--- src/rtl/spi_target_port.sv ---
`timescale 1ns/1ps
// spi_target_port
//   SPI mode-0 target port. The SPI pins are oversampled in the wb_clk_i
//   domain: MOSI is deserialised into parallel words, and a word supplied by
//   the host through a valid/ready holding register is serialised onto MISO.
//
//   Build option: define SPI_TARGET_LSB_FIRST_EN for LSB-first shifting on
//   both lines (default is MSB-first).
//
// Ports
//   wb_clk_i, wb_rst_i   system clock, asynchronous active-high reset
//   sck_i, mosi_i        SPI clock (idle low) and master-out data
//   ss_n_i               active-low target select
//   miso_o, miso_oe_o    target-out data and its drive enable
//   tx_data_i/valid_i    next word to send; tx_ready_o = holding reg empty
//   rx_data_o, rx_valid_o  last received word and its one-cycle strobe
//   busy_o               selected and a word in progress
//   tx_underrun_o        one-cycle strobe: word started with nothing to send
module spi_target_port #(
  parameter int unsigned DATA_WIDTH  = 8,
  parameter int unsigned SYNC_STAGES = 2
) (
  input  logic                  wb_clk_i,
  input  logic                  wb_rst_i,
  input  logic                  sck_i,
  input  logic                  mosi_i,
  input  logic                  ss_n_i,
  output logic                  miso_o,
  output logic                  miso_oe_o,
  input  logic [DATA_WIDTH-1:0] tx_data_i,
  input  logic                  tx_valid_i,
  output logic                  tx_ready_o,
  output logic [DATA_WIDTH-1:0] rx_data_o,
  output logic                  rx_valid_o,
  output logic                  busy_o,
  output logic                  tx_underrun_o
);

  localparam int unsigned CNT_W = $clog2(DATA_WIDTH + 1);

  typedef enum logic [1:0] {
    IDLE,
    LOAD,
    SHIFT,
    NEXT
  } state_t;

  state_t state;

  // Input synchronisers. ss_n resets high so no select edge appears at reset.
  logic [SYNC_STAGES-1:0] sck_sync;
  logic [SYNC_STAGES-1:0] mosi_sync;
  logic [SYNC_STAGES-1:0] ss_sync;
  logic sck_s, mosi_s, ss_s;
  logic sck_q, ss_q, mosi_q;
  logic sck_rise, sck_fall, ss_fall, ss_rise;

  assign sck_s  = sck_sync[SYNC_STAGES-1];
  assign mosi_s = mosi_sync[SYNC_STAGES-1];
  assign ss_s   = ss_sync[SYNC_STAGES-1];

  always_ff @(posedge wb_clk_i or posedge wb_rst_i) begin
    if (wb_rst_i) begin
      sck_sync  <= '0;
      mosi_sync <= '0;
      ss_sync   <= '1;
      sck_q     <= 1'b0;
      ss_q      <= 1'b1;
      mosi_q    <= 1'b0;
      sck_rise  <= 1'b0;
      sck_fall  <= 1'b0;
      ss_fall   <= 1'b0;
      ss_rise   <= 1'b0;
    end else begin
      sck_sync  <= {sck_sync[SYNC_STAGES-2:0], sck_i};
      mosi_sync <= {mosi_sync[SYNC_STAGES-2:0], mosi_i};
      ss_sync   <= {ss_sync[SYNC_STAGES-2:0], ss_n_i};
      sck_q     <= sck_s;
      ss_q      <= ss_s;
      // MOSI is delayed alongside the edge strobes so it is sampled aligned
      mosi_q    <= mosi_s;
      sck_rise  <= sck_s & ~sck_q;
      sck_fall  <= ~sck_s & sck_q;
      ss_fall   <= ~ss_s & ss_q;
      ss_rise   <= ss_s & ~ss_q;
    end
  end

  // TX holding register
  logic [DATA_WIDTH-1:0] hold_data;
  logic                  hold_full;
  logic                  do_load;
  logic                  tx_xfer;
  logic [DATA_WIDTH-1:0] load_word;

  assign tx_ready_o = ~hold_full;
  assign tx_xfer    = tx_valid_i & ~hold_full;
  assign do_load    = (state == LOAD) && !ss_rise;

  // An empty register with a write in the same cycle bypasses straight in.
  always_comb begin
    load_word = '1;
    if (hold_full) begin
      load_word = hold_data;
    end else if (tx_valid_i) begin
      load_word = tx_data_i;
    end
  end

  always_ff @(posedge wb_clk_i or posedge wb_rst_i) begin
    if (wb_rst_i) begin
      hold_data <= '0;
      hold_full <= 1'b0;
    end else if (do_load && hold_full) begin
      hold_full <= 1'b0;
    end else if (tx_xfer && !do_load) begin
      hold_data <= tx_data_i;
      hold_full <= 1'b1;
    end
  end

  // Shifters. TX rotates rather than zero-fills; only the output bit matters.
  logic [DATA_WIDTH-1:0] tx_shift;
  logic [DATA_WIDTH-1:0] tx_next;
  logic [DATA_WIDTH-2:0] rx_shift;
  logic [DATA_WIDTH-1:0] rx_next;
  logic [DATA_WIDTH-2:0] rx_keep;
  logic                  load_bit;
  logic                  next_bit;

`ifdef SPI_TARGET_LSB_FIRST_EN
  assign tx_next  = {tx_shift[0], tx_shift[DATA_WIDTH-1:1]};
  assign load_bit = load_word[0];
  assign next_bit = tx_next[0];
  assign rx_next  = {mosi_q, rx_shift};
  assign rx_keep  = rx_next[DATA_WIDTH-1:1];
`else
  assign tx_next  = {tx_shift[DATA_WIDTH-2:0], tx_shift[DATA_WIDTH-1]};
  assign load_bit = load_word[DATA_WIDTH-1];
  assign next_bit = tx_next[DATA_WIDTH-1];
  assign rx_next  = {rx_shift, mosi_q};
  assign rx_keep  = rx_next[DATA_WIDTH-2:0];
`endif

  logic [CNT_W-1:0] bit_cnt;

  always_ff @(posedge wb_clk_i or posedge wb_rst_i) begin
    if (wb_rst_i) begin
      state         <= IDLE;
      tx_shift      <= '0;
      rx_shift      <= '0;
      bit_cnt       <= '0;
      miso_o        <= 1'b0;
      miso_oe_o     <= 1'b0;
      rx_data_o     <= '0;
      rx_valid_o    <= 1'b0;
      tx_underrun_o <= 1'b0;
    end else begin
      rx_valid_o    <= 1'b0;
      tx_underrun_o <= 1'b0;
      if (ss_rise) begin
        state     <= IDLE;
        miso_oe_o <= 1'b0;
        miso_o    <= 1'b0;
      end else begin
        case (state)
          IDLE: begin
            if (ss_fall) begin
              state <= LOAD;
            end
          end
          LOAD: begin
            tx_shift  <= load_word;
            miso_o    <= load_bit;
            miso_oe_o <= 1'b1;
            bit_cnt   <= '0;
            rx_shift  <= '0;
            state     <= SHIFT;
            if (!hold_full && !tx_valid_i) begin
              tx_underrun_o <= 1'b1;
            end
          end
          SHIFT: begin
            if (sck_rise) begin
              rx_shift <= rx_keep;
              bit_cnt  <= bit_cnt + CNT_W'(1);
              if (bit_cnt == CNT_W'(DATA_WIDTH - 1)) begin
                rx_data_o  <= rx_next;
                rx_valid_o <= 1'b1;
                state      <= NEXT;
              end
            end else if (sck_fall) begin
              tx_shift <= tx_next;
              miso_o   <= next_bit;
            end
          end
          NEXT: begin
            if (sck_fall) begin
              state <= LOAD;
            end
          end
          default: state <= IDLE;
        endcase
      end
    end
  end

  assign busy_o = (state != IDLE);

endmodule

--- config.mk ---
export PLATFORM = sky130hd
export DESIGN_NAME = spi_target_port
export DESIGN_NICKNAME = d
export VERILOG_FILES = /design/src/rtl/spi_target_port.sv
export SDC_FILE = /design/constraint.sdc
export NUM_CORES = 1
export LEC_CHECK = 0
export ABC_AREA = 1
export CAP_MARGIN = 20
export CORE_MARGIN = 8
export CORE_UTILIZATION = 67
export DETAILED_ROUTE_END_ITERATION = 10
export DONT_BUFFER_PORTS = 1
export PLACE_DENSITY = 0.94
export SYNTH_ARGS = -nofsm -noshare
export SYNTH_HDL_FRONTEND = slang
export SYNTH_SLANG_ARGS = --single-unit
--- constraint.sdc ---
create_clock -name wb_clk_i -period 3.8 [get_ports wb_clk_i]
set_clock_uncertainty 0.05 [all_clocks]
set_input_delay 0.76 -clock wb_clk_i [delete_from_list [all_inputs] [get_ports wb_clk_i]]
set_output_delay 0.76 -clock wb_clk_i [all_outputs]
set_load 0.02 [all_outputs]
# [Word level (Yosys, flattened, before mapping)]
# Index checks and enable logic that the tools add are counted.
[classes] n_addsub=1 eq_ne=13 mux=30 bitwise_logic=12 n_reduce_logical=20
[ops] op="two-way mux 8 bit" count=4
[ops] op="!= test 3 bit (second input constant)" count=6
[ops] op="one-hot mux 8 bit (2 select lines)" count=1
[ops] op="two-way mux 1 bit" count=14
[ops] op="one-hot mux 7 bit (2 select lines)" count=1
[ops] op="AND reduction 4 bit" count=3
[ops] op="two-way mux 2 bit" count=5
[ops] op="one-hot mux 2 bit (4 select lines)" count=1
[ops] op="one-hot mux 4 bit (2 select lines)" count=1
[ops] op="nonzero test 2 bit" count=4
[ops] op="two-way mux 7 bit" count=1
[ops] op="NOT 1 bit" count=7
[ops] op="!= test 2 bit (second input constant)" count=3
[ops] op="AND reduction 3 bit" count=2
[ops] op="bitwise AND 1 bit" count=5
[ops] op="adder 4 x 1 -> 4 bit (second input constant)" count=1
[ops] op="== test 2 bit (second input constant)" count=2
[ops] op="== test 4 x 3 -> 1 bit (second input constant)" count=1
[ops] op="logical AND 1 bit" count=4
[ops] op="logical NOT 1 bit" count=4
[ops] op="two-way mux 4 bit" count=1
[ops] op="nonzero test 3 bit" count=1
[ops] op="== test 2 x 1 -> 1 bit (second input constant)" count=1
[ops] op="logical NOT 2 bit" count=1
[ops] op="other kinds (2)" count=2
[totals] regBits=55 in_bits=14 out_inout_bits=14 elab_cells=97

# [Longest topological paths before layout]
# Gate-level depths: netlist of run 1.
[depth] word_depth=6 ltp_mapped=11 depth_no_buf=9

# [Least setup slack after synthesis of run 1]
# No wires, ideal clock.
[synth_timing] kind="register to output" start="register state[0]" end="output port busy_o" t_arrival_ns=0.785 required_ns=2.990 slack_ns=2.205 stages_incl_launch_ff=4 path_buffers=0 cell_sequence="dfrtp_1 -> inv_1 -> ha_1 -> inv_1"
[synth_via] elab_chain_len=1
[synth_rtl] item="start: declaration" line="48" text="state_t state;"
[synth_rtl] item="start signal: assignment" line="149" text="state <= IDLE;"
[synth_rtl] item="start signal: assignment" line="162" text="state <= IDLE;"
[synth_rtl] item="start signal: assignment" line="169" text="state <= LOAD;"
[synth_rtl] item="nonzero test 2 bit" line="208" text="assign busy_o = (state != IDLE);"
[synth_rtl] item="end: declaration" line="35" text="output logic busy_o,"
# No other way between the ends.

# [Worst setup path in the final report of run 1]
[layout_timing] start="register state[0]" end="register bit_cnt[0]"
[layout_via] elab_chain_len=3
[layout_rtl] item="== test 2 bit / == test 2 x 1 -> 1 bit (equally long branches)" line="166" text="case (state)"
[layout_rtl] item="!= test 2 bit (no source line) / nonzero test 2 bit (equally long branches)"
[layout_rtl] item="AND reduction 3 bit (no source line)"
[layout_rtl] item="end signal: assignment" line="186" text="bit_cnt <= bit_cnt + CNT_W'(1);"
[layout_rtl] item="end: declaration" line="145" text="logic [CNT_W-1:0] bit_cnt;"
# Parallel ways exist; a longest one is shown, timed or not.
# A chain may end at the register's enable or synchronous reset.

==> results of run 1 <==
==> stage by stage <==
step                        util  cells
final                     0.7091    318
after global routing      0.7091    318
after CTS                 0.7035    317
after detailed placement  0.6794    309
after global placement    0.6794    309
after floorplan                -    269
==> cell type report <==
cell class / count / area share
multi-input cells: 175 / 0.3427
clock buffers: 6 / 0.02022
repair buffers: 1 / 0.007890
clock inverters: 2 / 0.01381
inverters: 31 / 0.04783
well taps: 48 / 0.02367
flip-flops and latches: 55 / 0.5439
==> Yosys cell counts, drive strengths merged <==
master  count
a21oi       1
a22oi       1
buf         8
dfrtp      52
dfstp       3
ha          5
inv        31
nand2      85
nand3      30
nand4       2
nor2       19
nor3        1
o21a        1
o21ai      29
o22ai       1
==> worst max-delay path, cell delays in order (launching register included) <==
cell	delay [ns]
dfrtp_1	0.44
inv_1	0.10
ha_1	0.76
nand3_1	0.29
nand2_2	0.36
nand3_1	0.13
o21ai_1	0.12
==> flip-flops by register name, summed over array words and instances (netlist names), 2 cells and up <==
name	count
rx_shift	7
rx_data_o	8
tx_shift	8
ss_sync	2
hold_data	8
mosi_sync	2
state	2
bit_cnt	4
sck_sync	2
==> power by group through the flow <==
stage	clock network, mW	logic [mW]	registers (mW)
finish	0.326	0.595	0.821
global route	0.355	0.686	0.837
CTS	0.333	0.588	0.819
detailed placement	0	0.589	0.827
global placement	0	0.558	0.821
floorplan	0	0.523	0.803
==> worst min-delay path by stage <==
stage	start	endpoint	cells past startpoint
detailed placement	mosi_sync[0]	mosi_sync[1]	0
floorplan	mosi_sync[1]	mosi_q	0
CTS	ss_n_i	ss_sync[0]	0
global placement	sck_sync[0]	sck_sync[1]	0
finish	wb_rst_i	sck_sync[1]	1
global route	wb_rst_i	sck_sync[1]	1
==> kinds of logic after synthesis <==
kind of cell               synth area share
AOI/OAI and AO/OA                   0.08291
buffers and inverters               0.07983
and+or+nand+nor                      0.2472
DFF                                  0.5645
adders and majority gates           0.02559
==> metal layers <==
metal  GRT usage  part of all wire
met4     0.07885             0.017
met3     0.04245             0.076
met1      0.2000              0.43
met5           0                 0
met2      0.2485              0.47
==> flow_metrics.tcl, run 1 <==
set metrics [dict create \
    cts-htree-levels 2 \
    clk_pin_slew_ns 0.14 \
    reg2reg_slack_ns 1.47 \
    grt_pass1_vias 1708 \
    post-dp-hpwl_um 3066 \
    power-per-cell-area_nw_per_um2 686.5 \
    drv_cap 0 \
    startpoint_type "flip-flop" \
    die_h_um 76.41 \
    synthDominantCellAreaShare 0.5322 \
    slew-limit-headroom 0.3903 \
    multi_input_area_um2 869.6 \
    post-cts-setup-buffers 0 \
    rows 22 \
    diodes 0 \
    dr.pass1.iters 4 \
    worst_pin_slew_ns 0.9146 \
    grt_use_total 0.1594 \
    p_total_mw 1.742 \
    synth.largest_area_cell "dfrtp_1" \
    place_ws_ns 1.488 \
    grt_remaining_overflow 0 \
    power_switching_mw 0.6785 \
    grt_pass1_wl_um 7659 \
    worstSetupPathType "reg2reg" \
    fin_ws_ns 1.472 \
    power_frac_comb 0.342 \
    die_w_um 76.41 \
    rr_endpoint "bit_cnt[0]" \
    reg2reg_depth 6 \
    wire_per_inst_um 13.89 \
    io-pin-count 28 \
    p_sw_frac 0.3895 \
    crit_path_end_kind "flip-flop" \
    crit_start "state[0]" \
    cts_root_buf "clkbuf_4" \
    syn-mean-instance-area_um2 9.089 \
    clock_latency_ns 0.37 \
    numClockSinks 55 \
    die_area_um2 5838 \
    route.detailed.drc 0 \
    stdcell_area_um2 2537 \
    p_int_mw 1.063 \
    core_um2 3578 \
    synth_seq_cells 55 \
    syn-cell-area_um2 2445 \
    syn_inst 269 \
    outcome "completed" \
    r2r_start "state[0]" \
    required_ns 4.05 \
    cts_resized 0 \
    wirelength_um 4418 \
    drive_gt1_frac 0.1296 \
    vias_per_cell 5.447 \
    syn_to_final_growth_pct 3.787 \
    cts_tree "yes" \
    final_cell_mix "nand2_1 (80), dfrtp_1 (52), nand3_1 (29)" \
    power_leakage_nw 1.281 \
    vdd_drop_max_uv 426.7 \
    hold_viol_final 0 \
    timing.hold.ws_ns 0.1777 \
    rsz0062_at_grt "no" \
    syn_nets 288 \
    drtIter0Drc 106 \
    synth_warnings 0 \
    synth-seq-area-share 0.5645 \
    cp_max_fo 25 \
    setup_violations 0 \
    place.gp.congestion 0.8149 \
    cts_buffer_depth 2 \
    ys_types 26 \
    drv_slew 0 \
    finalCritPeriodShare 0.6127 \
    hold_buffers 0 \
    endpoint "bit_cnt[0]" \
    portBuffers 0 \
    layout_commonest_cell "nand2_1" \
    nNetsFinal 288 \
    seq_area_um2 1380 \
    synth_area_leaders "dfrtp_1 (53%), nand2_1 (12%), nand3_1 (5.9%), inv_1 (4.0%), dfstp_2 (3.2%)" \
    fin_tns_setup_ns 0 \
    initial_core_util 0.6832 \
    period_minus_slack_ns 2.328 \
    p_seq_frac 0.471 \
    dpl_cell_area_um2 2431 \
    vias 1732 \
    max_freq_mhz 429.5 \
    grt_antenna_before_repair 0 \
    cts_buffers 5 \
    drtAntennaViolNets 0 \
    nFillCells 271 \
    grt_max_degree 56 \
    clkPwrFrac 0.187 \
    hold_path.class "in2async" \
    cp.arrival_ns 2.58 \
]
Power figures use the tool's default switching activity.
==> run 2, diff against run 1 <==
--- a/config.mk
+++ b/config.mk
@@ -8,10 +8,10 @@
 export ABC_AREA = 1
 export CAP_MARGIN = 20
 export CORE_MARGIN = 8
-export CORE_UTILIZATION = 67
+export CORE_UTILIZATION = 56
 export DETAILED_ROUTE_END_ITERATION = 10
 export DONT_BUFFER_PORTS = 1
-export PLACE_DENSITY = 0.94
+export PLACE_DENSITY = 0.85
 export SYNTH_ARGS = -nofsm -noshare
 export SYNTH_HDL_FRONTEND = slang
 export SYNTH_SLANG_ARGS = --single-unit
==> constraint.sdc (replaced) <==
create_clock -name wb_clk_i -period 2.1 [get_ports wb_clk_i]
set_clock_uncertainty 0.05 [all_clocks]
set_input_delay 0.42 -clock wb_clk_i [delete_from_list [all_inputs] [get_ports wb_clk_i]]
set_output_delay 0.42 -clock wb_clk_i [all_outputs]
set_load 0.02 [all_outputs]
==> flow_metrics.tcl, run 2 (synthesis results as in run 1) <==
set metrics [dict create \
    outcome "completed" \
    drv_cap 0 \
    p_seq_frac 0.468 \
    final_cell_mix "nand2_1 (80), dfrtp_1 (52), nand3_1 (29)" \
    worst_pin_slew_ns 0.4953 \
    place.gp.congestion 0.8439 \
    die_area_um2 6736 \
    rows 24 \
    drv_slew 0 \
    wirelength_um 4291 \
    startpoint_type "flip-flop" \
    wire_per_inst_um 13.20 \
    max_freq_mhz 554.8 \
    numClockSinks 55 \
    grt_pass1_wl_um 7583 \
    clkPwrFrac 0.185 \
    slew-limit-headroom 0.6693 \
    cts-htree-levels 2 \
    rsz0062_at_grt "no" \
    hold_path.class "in2reg" \
    grt_antenna_before_repair 0 \
    top_regs "hold_data x8, rx_data_o x8, tx_shift x8" \
    required_ns 2.24 \
    p_sw_frac 0.3967 \
    vias 1701 \
    clk_pin_slew_ns 0.11 \
    drive_gt1_frac 0.1392 \
    io-pin-count 28 \
    cp.arrival_ns 1.94 \
    place_ws_ns 0.1606 \
    die_w_um 82.08 \
    drtAntennaViolNets 0 \
    p_int_mw 1.905 \
    cp_max_fo 19 \
    grt_pass1_vias 1671 \
    portBuffers 0 \
    post-dp-hpwl_um 3135 \
    setup_violations 0 \
    grt_use_total 0.1453 \
    worst-path-buf-inv 2 \
    fin_ws_ns 0.2975 \
    crit_path_end_kind "flip-flop" \
    core_um2 4294 \
    grt_remaining_overflow 0 \
    cpPeakStageDelay_ns 0.43 \
    vias_per_cell 5.234 \
    p_total_mw 3.159 \
    power-per-cell-area_nw_per_um2 1225 \
    layout_commonest_cell "nand2_1" \
    cts_buffer_depth 2 \
    vdd_drop_max_uv 730.6 \
    cp_common_cell "nand3_1" \
    path_delay_family "simple AND/OR/NAND/NOR gates" \
    hold_viol_final 0 \
    diodes 0 \
    nNetsFinal 291 \
    dr.pass1.iters 4 \
    period_minus_slack_ns 1.803 \
    cts_root_buf "clkbuf_8" \
    clock_latency_ns 0.31 \
    route.detailed.drc 0 \
    cts_buffers 5 \
    nFillCells 353 \
    cts_tree "yes" \
    initial_core_util 0.5693 \
    worstSetupPathType "reg2reg" \
    die_h_um 82.08 \
    finalCritPeriodShare 0.8583 \
    fin_tns_setup_ns 0 \
    drtIter0Drc 110 \
    grt_max_degree 34 \
    power_frac_comb 0.348 \
    power_switching_mw 1.253 \
    cpMaxStageDelayCell "dfrtp_1" \
    critical_path.cell_chain "inv_1, ha_2, inv_4, nand3_1, nand2_2, nand3_1, o21ai_1" \
    power_leakage_nw 1.290 \
    syn_to_final_growth_pct 5.425 \
]
## run 2: cell types whose count changed in the layout (fill, tap and decap cells not counted), moves of 2 or more
| cell | change |
|---|---|
| clkbuf_4 | -5 |
| clkbuf_8 | +4 |
| buf_4 | +2 |
| clkinv_4 | +2 |
## run 2: final timing paths
check | start | end | slack, ns | cells after the start
worst max-delay path | state[0] | rx_shift[2] | 0.30 | 7
worst min register to register | sck_sync[0] | sck_sync[1] | 0.31 | 0
max in group asynchronous | wb_rst_i | ss_sync[1] | 0.87 | 3
min in group asynchronous | wb_rst_i | state[0] | 0.53 | 2
worst max register to register | state[0] | rx_shift[2] | 0.30 | 7
worst min-delay path | ss_n_i | ss_sync[0] | 0.05 | 0
## run 2: final cells by class
class / count / area, um^2 / share of cell area
sequential: 55 / 1380 / 0.5354
clock inverter: 3 / 25.02 / 0.009709
timing repair buffer: 4 / 45.04 / 0.01748
tap: 52 / 65.06 / 0.02524
multi-input combinational: 175 / 872.1 / 0.3383
inverter: 31 / 121.4 / 0.04709
clock buffer: 5 / 68.82 / 0.02670
## run 2: power groups by stage
stage	Clock [mW]	Sequential [mW]	Combinational [mW]
6_report	0.584	1.48	1.10
5_1_grt	0.637	1.51	1.27
4_1_cts	0.602	1.48	1.09
3_5_place_dp	0	1.49	1.09
3_3_place_gp	0	1.48	1.04
2_1_floorplan	0	1.45	0.947
## run 2: what timing repair did
action	in CTS	in global routing
setup endpoints to repair	0	5
resized for setup	0	1
setup buffers	0	0
hold buffers	1	0
hold endpoints to repair	22	0
## run 2: metrics by stage
step	hold WS (ns)	util	instances	cell area (um^2)
3_5_place_dp	0.2889	0.5755	316	2471
3_3_place_gp	0.2841	0.5755	316	2471
6_report	0.04603	0.6002	325	2577
4_1_cts	0.03914	0.5997	325	2575
2_1_floorplan	0.2812	-	269	2445
5_1_grt	0.02771	0.6002	325	2577
## run 2: routing by layer
| layer | part of all wire | wire (um) | global-route usage | up-vias |
|---|---|---|---|---|
| met5 | 0 | 0 | 0 | - |
| met4 | 0.029 | 125 | 0.08246 | 0 |
| met3 | 0.059 | 254 | 0.04267 | 10 |
| met2 | 0.44 | 1908 | 0.2202 | 43 |
| met1 | 0.47 | 2003 | 0.1818 | 787 |
| li1 | - | - | - | 861 |
